<file path="src/rtl/led_pattern_engine.sv">
`default_nettype none
// ============================================================================
// Module      : led_pattern_engine
// Description : WIDTH-bit LED pattern generator. A debounced push-button
//               cycles through CHASE, BOUNCE, TOGGLE and COUNT patterns. A
//               free-running step timer advances the active pattern.
// Revision    : 1.0 - initial release
// ============================================================================
module led_pattern_engine #(
  parameter int WIDTH       = 8,
  parameter int STEP_CYCLES = 1000000,
  parameter int DB_CYCLES   = 500000
) (
  input  logic             clk,
  input  logic             rst,
  input  logic             push_button,
  input  logic             dir,
  output logic [WIDTH-1:0] led_out,
  output logic [1:0]       mode_out,
  output logic             step_pulse
);

  localparam int c_STEP_W = $clog2(STEP_CYCLES);
  localparam int c_DB_W   = $clog2(DB_CYCLES + 1);

  localparam logic [c_STEP_W-1:0] c_STEP_LAST = c_STEP_W'(STEP_CYCLES - 1);
  localparam logic [c_DB_W-1:0]   c_DB_LAST   = c_DB_W'(DB_CYCLES - 1);
  localparam logic [WIDTH-1:0]    c_ONE       = WIDTH'(1);

  typedef enum logic [1:0] {
    ST_CHASE  = 2'd0,
    ST_BOUNCE = 2'd1,
    ST_TOGGLE = 2'd2,
    ST_COUNT  = 2'd3
  } mode_t;

  logic                r_s1;
  logic                r_s2;
  logic                r_db_level;
  logic [c_DB_W-1:0]   r_db_cnt;
  logic [c_STEP_W-1:0] r_step_cnt;
  mode_t               r_mode;
  mode_t               w_mode_next;
  logic [WIDTH-1:0]    r_led;
  logic [WIDTH-1:0]    w_led_next;
  logic                r_bounce_dn;
  logic                w_bounce_dn_next;
  logic                r_step_pulse;

  logic                w_db_diff;
  logic                w_db_accept;
  logic                w_press;
  logic                w_step_wrap;
  logic                w_step;
  logic [WIDTH-1:0]    w_toggle_seed;

  // Alternating seed for TOGGLE: even bit positions lit.
  for (genvar gi = 0; gi < WIDTH; gi++) begin : g_toggle_seed
    assign w_toggle_seed[gi] = ((gi % 2) == 0);
  end

  // Two-flop synchronizer for the asynchronous button pin.
  always_ff @(posedge clk or posedge rst) begin
    if (rst) begin
      r_s1 <= 1'b0;
      r_s2 <= 1'b0;
    end else begin
      r_s1 <= push_button;
      r_s2 <= r_s1;
    end
  end

  // The level is accepted on the DB_CYCLES-th consecutive differing edge.
  assign w_db_diff   = (r_s2 != r_db_level);
  assign w_db_accept = w_db_diff && (r_db_cnt == c_DB_LAST);
  assign w_press     = w_db_accept && r_s2;

  // Debounce counter and debounced level.
  always_ff @(posedge clk or posedge rst) begin
    if (rst) begin
      r_db_level <= 1'b0;
      r_db_cnt   <= '0;
    end else if (!w_db_diff) begin
      r_db_cnt   <= '0;
    end else if (w_db_accept) begin
      r_db_level <= r_s2;
      r_db_cnt   <= '0;
    end else begin
      r_db_cnt   <= r_db_cnt + c_DB_W'(1);
    end
  end

  // A press suppresses the step so the freshly loaded seed is held.
  assign w_step_wrap = (r_step_cnt == c_STEP_LAST);
  assign w_step      = w_step_wrap && !w_press;

  // Step timer: wraps every STEP_CYCLES edges, restarted by a mode change.
  always_ff @(posedge clk or posedge rst) begin
    if (rst) begin
      r_step_cnt <= '0;
    end else if (w_press || w_step_wrap) begin
      r_step_cnt <= '0;
    end else begin
      r_step_cnt <= r_step_cnt + c_STEP_W'(1);
    end
  end

  // Mode/pattern state register.
  always_ff @(posedge clk or posedge rst) begin
    if (rst) begin
      r_mode       <= ST_CHASE;
      r_led        <= c_ONE;
      r_bounce_dn  <= 1'b0;
      r_step_pulse <= 1'b0;
    end else begin
      r_mode       <= w_mode_next;
      r_led        <= w_led_next;
      r_bounce_dn  <= w_bounce_dn_next;
      r_step_pulse <= w_step;
    end
  end

  // Next mode, seed load on press, per-mode pattern advance on step.
  always_comb begin
    w_mode_next      = r_mode;
    w_led_next       = r_led;
    w_bounce_dn_next = r_bounce_dn;
    if (w_press) begin
      w_bounce_dn_next = 1'b0;
      case (r_mode)
        ST_CHASE: begin
          w_mode_next = ST_BOUNCE;
          w_led_next  = c_ONE;
        end
        ST_BOUNCE: begin
          w_mode_next = ST_TOGGLE;
          w_led_next  = w_toggle_seed;
        end
        ST_TOGGLE: begin
          w_mode_next = ST_COUNT;
          w_led_next  = '0;
        end
        ST_COUNT: begin
          w_mode_next = ST_CHASE;
          w_led_next  = c_ONE;
        end
      endcase
    end else if (w_step) begin
      case (r_mode)
        ST_CHASE: begin
          if (dir) w_led_next = {r_led[0], r_led[WIDTH-1:1]};
          else     w_led_next = {r_led[WIDTH-2:0], r_led[WIDTH-1]};
        end
        ST_BOUNCE: begin
          // Turn around at either end without dwelling on the end bit.
          if (!r_bounce_dn) begin
            if (r_led[WIDTH-1]) begin
              w_led_next       = r_led >> 1;
              w_bounce_dn_next = 1'b1;
            end else begin
              w_led_next = r_led << 1;
            end
          end else begin
            if (r_led[0]) begin
              w_led_next       = r_led << 1;
              w_bounce_dn_next = 1'b0;
            end else begin
              w_led_next = r_led >> 1;
            end
          end
        end
        ST_TOGGLE: begin
          w_led_next = ~r_led;
        end
        ST_COUNT: begin
          if (dir) w_led_next = r_led - c_ONE;
          else     w_led_next = r_led + c_ONE;
        end
      endcase
    end
  end

  assign led_out    = r_led;
  assign mode_out   = r_mode;
  assign step_pulse = r_step_pulse;

endmodule
`default_nettype wire
</file>
<file path="config.mk">
export PLATFORM = sky130hd
export DESIGN_NAME = led_pattern_engine
export DESIGN_NICKNAME = d
export VERILOG_FILES = /design/src/rtl/led_pattern_engine.sv
export SDC_FILE = /design/constraint.sdc
export NUM_CORES = 1
export LEC_CHECK = 0
export CAP_MARGIN = 20
export CORE_UTILIZATION = 35
export DETAILED_ROUTE_END_ITERATION = 12
export GPL_TIMING_DRIVEN = 0
export PLACE_DENSITY_LB_ADDON = 0.15
export SYNTH_ARGS = -nofsm -noshare
export SYNTH_HDL_FRONTEND = slang
export SYNTH_SLANG_ARGS = --single-unit
</file>
<file path="constraint.sdc">
create_clock -name clk -period 7.13 [get_ports clk]
set_input_delay 1.7825 -clock clk [delete_from_list [all_inputs] [get_ports clk]]
set_output_delay 1.7825 -clock clk [all_outputs]
set_load 0.1 [all_outputs]
</file>
# ---- Yosys cells after proc, flatten, opt, wreduce, memory -nomap -nowiden
# Cells that the tools add are included.
dict set report word_totals {
  in_bits 4
  reg_bits 54
}
dict set report classes {
  mux 19
  n_reduce_logical 11
  addsub 4
  n_bitwise 1
  n_eq_ne 6
}
# op n
set ops {}
lappend ops {{$mux W8} 7}
lappend ops {{$mux W19} 2}
lappend ops {{$pmux W8 S4} 1}
lappend ops {{$pmux W8 S3} 1}
lappend ops {{$add A20 B1 Y20 const B} 1}
lappend ops {{$eq A20 B20 Y1 const B} 1}
lappend ops {{$mux W20} 1}
lappend ops {{$add A19 B1 Y19 const B} 1}
lappend ops {{$eq A19 B19 Y1 const B} 1}
lappend ops {{$add A8 B1 Y8 const B} 1}
lappend ops {{$not A8 Y8} 1}
lappend ops {{$pmux W2 S4} 1}
lappend ops {{$sub A8 B1 Y8 const B} 1}
lappend ops {{$mux W1} 6}
lappend ops {{$eq A2 B2 Y1 const B} 2}
lappend ops {{$reduce_and A2 Y1} 2}
lappend ops {{$reduce_bool A2 Y1} 2}
lappend ops {{$logic_and A1 B1 Y1} 3}
lappend ops {{$eq A2 B1 Y1 const B} 1}
lappend ops {{$logic_not A2 Y1} 1}
lappend ops {{$reduce_or A2 Y1} 1}
lappend ops {{$logic_not A1 Y1} 1}
lappend ops {{$logic_or A1 B1 Y1} 1}
lappend ops {{$ne A1 B1 Y1} 1}

# ---- Logic depth before layout (Yosys ltp)
dict set report logic_depth {
  word_depth 7
  ltp_mapped 8
}

# ---- Worst setup path after synthesis
# OpenSTA, ideal clock, no wires.
dict set report synth_timing {
  kind {input -> register}
  startpoint {in dir}
  endpoint {reg r_led[6] (netlist: led_out[6])}
  path_slack_ns 4.014
  path_buffers 0
  path_stages 6
  arrival_time_ns 2.990
  cell_sequence {fa_1 > a21oi_1 > o211ai_1 > mux2_2 > o211ai_1 > a21oi_1}
}
dict set report synth_via {
  elab_chain_cells 4
}
# item line_no
set synth_rtl {}
lappend synth_rtl {{start: declaration} 17} ;# input logic dir,
lappend synth_rtl {{$mux W8 (on tied branches)} {176, 151}}
lappend synth_rtl {{$pmux W8 S4 *} 149} ;# case (r_mode)
lappend synth_rtl {{$mux W8 *} 148} ;# end else if (w_step) begin
lappend synth_rtl {{$mux W8 *} 128} ;# if (w_press) begin
lappend synth_rtl {{end signal: assignment} 112} ;# r_led <= c_ONE;
lappend synth_rtl {{end signal: assignment} 117} ;# r_led <= w_led_next;
lappend synth_rtl {{end: declaration} 44} ;# logic [WIDTH-1:0] r_led;
# Mark *: on every way between the ends. The rest lies on a longest branch, timed or not. The select of a mux whose other input is x is not followed.
# A chain may end at the register's enable or synchronous reset.

# ---- Worst setup path in the final report
# Same ends and word-level chain as after synthesis.

==> results.toml <==
[run_status]
status = "finished, final reports clean"

[route]
wl_um = 7200
viasPerCell = 5.30
drtPass1Iterations = 4
vias = 2654
drt_iter0_drc = 146
drc_errors = 0
drt.antenna.violating_nets = 0
avgRoutedWirePerCell_um = 14.4

[timing]
fin_crit_sh_pct = 55.0
hold_viol = 0
slew_violations = 0
rsz0062_at_grt = "false"
slew_headroom_pct = 35.0
setup_ws_ps = 3210
setup_violations = 0
finalSetupTns_ps = 0
skew_ps = 9.24
fmax_ghz = 0.255
fin_crit_ps = 3920
tightest_slew_ps = 972

[die]
ios = 15
die_h_um = 99.0
start_util_pct = 35.8
core_um2 = 9200
die_area_um2 = 9800
num_rows = 35
fp.dieW_um = 99.0

[synthesis]
synth-edff-count = 0
synth-async-reset-ratio_pct = 100
synth-main-ff-cell = "dfrtp_1"
synth.area.top_cells = "dfrtp_1 (40%), xor2_1 (6.9%), nor2_1 (5.7%)"
synth_warnings = 0
synth_area_um2 = 3290
yosysTopAreaCell = "dfrtp_1"
netlist_top_cells_count = "dfrtp_1 (53), nor2_1 (50), nand2_1 (31)"
synth_seq_area_share_pct = 41.1
synth_nets = 385
netlist.area_leader.share_pct = 40.3
syn_area_per_cell_um2 = 8.98
synth-seq-cells = 54
syn_inst = 367
ys_types = 54
synthMostInstantiatedCell = "dfrtp_1"

[placement]
dp_slack_ps = 2900
port_buffers = 14
place_congestion = 0.861
dp_hpwl_um = 5250

[layout]
antenna_cells = 0
final_nets = 407
syn2layout_area_growth_pct = 11.5
drive_above_1_share_pct = 5.90

[grt]
grt_antenna_before_repair = 0
grt_pass1_wl_um = 12500
grt_start_max_net_pins = 41
grt_usage_pct = 15.9
first_global_vias = 2513
grt_overflow = 0

[clocking]
cts_repair_resize_count = 0
postCtsSetupBuffers = 0
cts_tree = "done"
htree_levels = 2
holdBufCountCts = 0
clkTransAtPathRegs_ps = 90
clock_path_buffers = 2
clock-root-buffer = "clkbuf_8"
clkSinkCount = 54
cts_buffers = 5
clk_latency_ps = 300

[setup_path]
path_class = "input pin to flop"
r2r_setup_slack_ps = 4690
crit_required_ps = 7320
crit_path_cell_trace = "clkdlybuf4s50_1, ha_1, nand3_1, o211ai_1, mux2_2, o211ai_1, a21oi_1"
worst_path_most_repeated_cell = "o211ai_1"
arrival_ps = 4110
crit_slowest_cell = "clkdlybuf4s50_1"
setup.worst_path.start_class = "input pin"
path_max_fanout = 12
slowest_delay_ps = 730
critPathCaptureType = "flop"

[min_path]
hold_class = "flop to flop"

[pwr]
power_leakage_uw = 0.00160
power_density_nw_per_um2 = 137
finalPower_uw = 503
ir_drop_mv = 0.0707

[run]
maxCapViolations = 0
## layer usage
metal	track usage [%]	share of wire, %
met5	0	0
met4	4.71	0.81
met3	2.34	3.1
met2	26.3	48
met1	21.6	48
## cells in the final DEF, fill, tap and decap left out, drive strengths merged, types with 5 or more instances in the layout
master / instances
dfrtp: 53
nor2: 51
nand2: 31
xor2: 26
clkbuf: 20
nand3: 19
a21oi: 17
inv: 15
clkdlybuf4s50: 14
ha: 13
nand4: 12
xnor2: 12
o211ai: 11
and3: 11
o21ai: 9
mux2i: 8
nor3: 7
nor2b: 5
or2: 5
buf: 5
## worst paths after layout
path                           startpoint        endpoint  depth (start not counted)
min reg2reg                          r_s1            r_s2                          0
min in group asynchronous             rst  r_step_cnt[16]                          2
min                                  r_s1            r_s2                          0
max                                   dir      led_out[6]                          7
max in group asynchronous             rst      led_out[0]                          3
max reg2reg                r_step_cnt[10]  r_step_cnt[13]                          7
## state kept, by name, summed over array words and instances, names as in the netlist
register     count
r_s1             1
led_out          8
r_db_cnt        19
r_s2             1
r_db_level       1
mode_out         2
r_step_cnt      20
r_bounce_dn      1
step_pulse       1
## final cells by class
cell class	instances	area, um2
inverters	15	56.3
plain buffers	16	70.1
multi-input cells	282	1820
flip-flops and latches	54	1350
clock buffers	8	80.1
well taps	111	139
fillers	953	5520
repair buffers	15	160
## through the flow
step	instance area [um2]	cells	util, %	hold slack [ps]
3_5_place_dp	3590	493	39.1	341
5_1_grt	3670	501	39.9	379
2_1_floorplan	3290	367	-	331
6_report	3670	501	39.9	359
3_3_place_gp	3570	492	38.9	337
4_1_cts	3670	501	39.9	364
## power by group
group | leakage, uW | internal, uW | switching, uW
Clock | 0.0000395 | 70.1 | 93.2
Sequential | 0.000698 | 308 | 1.69
Combinational | 0.000866 | 10.8 | 19.4
## critical path, delay by kind of cell
kind	cells	cell delay, ps
adders and majority gates	1	570
and+or+nand+nor	1	120
AOI/OAI and AO/OA	3	540
muxes	1	360
buffers and inverters	1	730
## kinds of logic (layout without fill, tap and decap cells)
logic type | Yosys count | in the layout | share of synthesized area, %
xor gates and xnor gates | 38 | 38 | 10.1
and+or+nand+nor | 161 | 161 | 24.4
AOI/OAI and AO/OA | 59 | 59 | 12.0
adders and majority gates | 14 | 14 | 5.55
buffers and inverters | 31 | 54 | 3.84
DFF | 54 | 54 | 41.1
muxes | 10 | 10 | 3.11
Note: power is estimated with default switching activity, not from simulation.
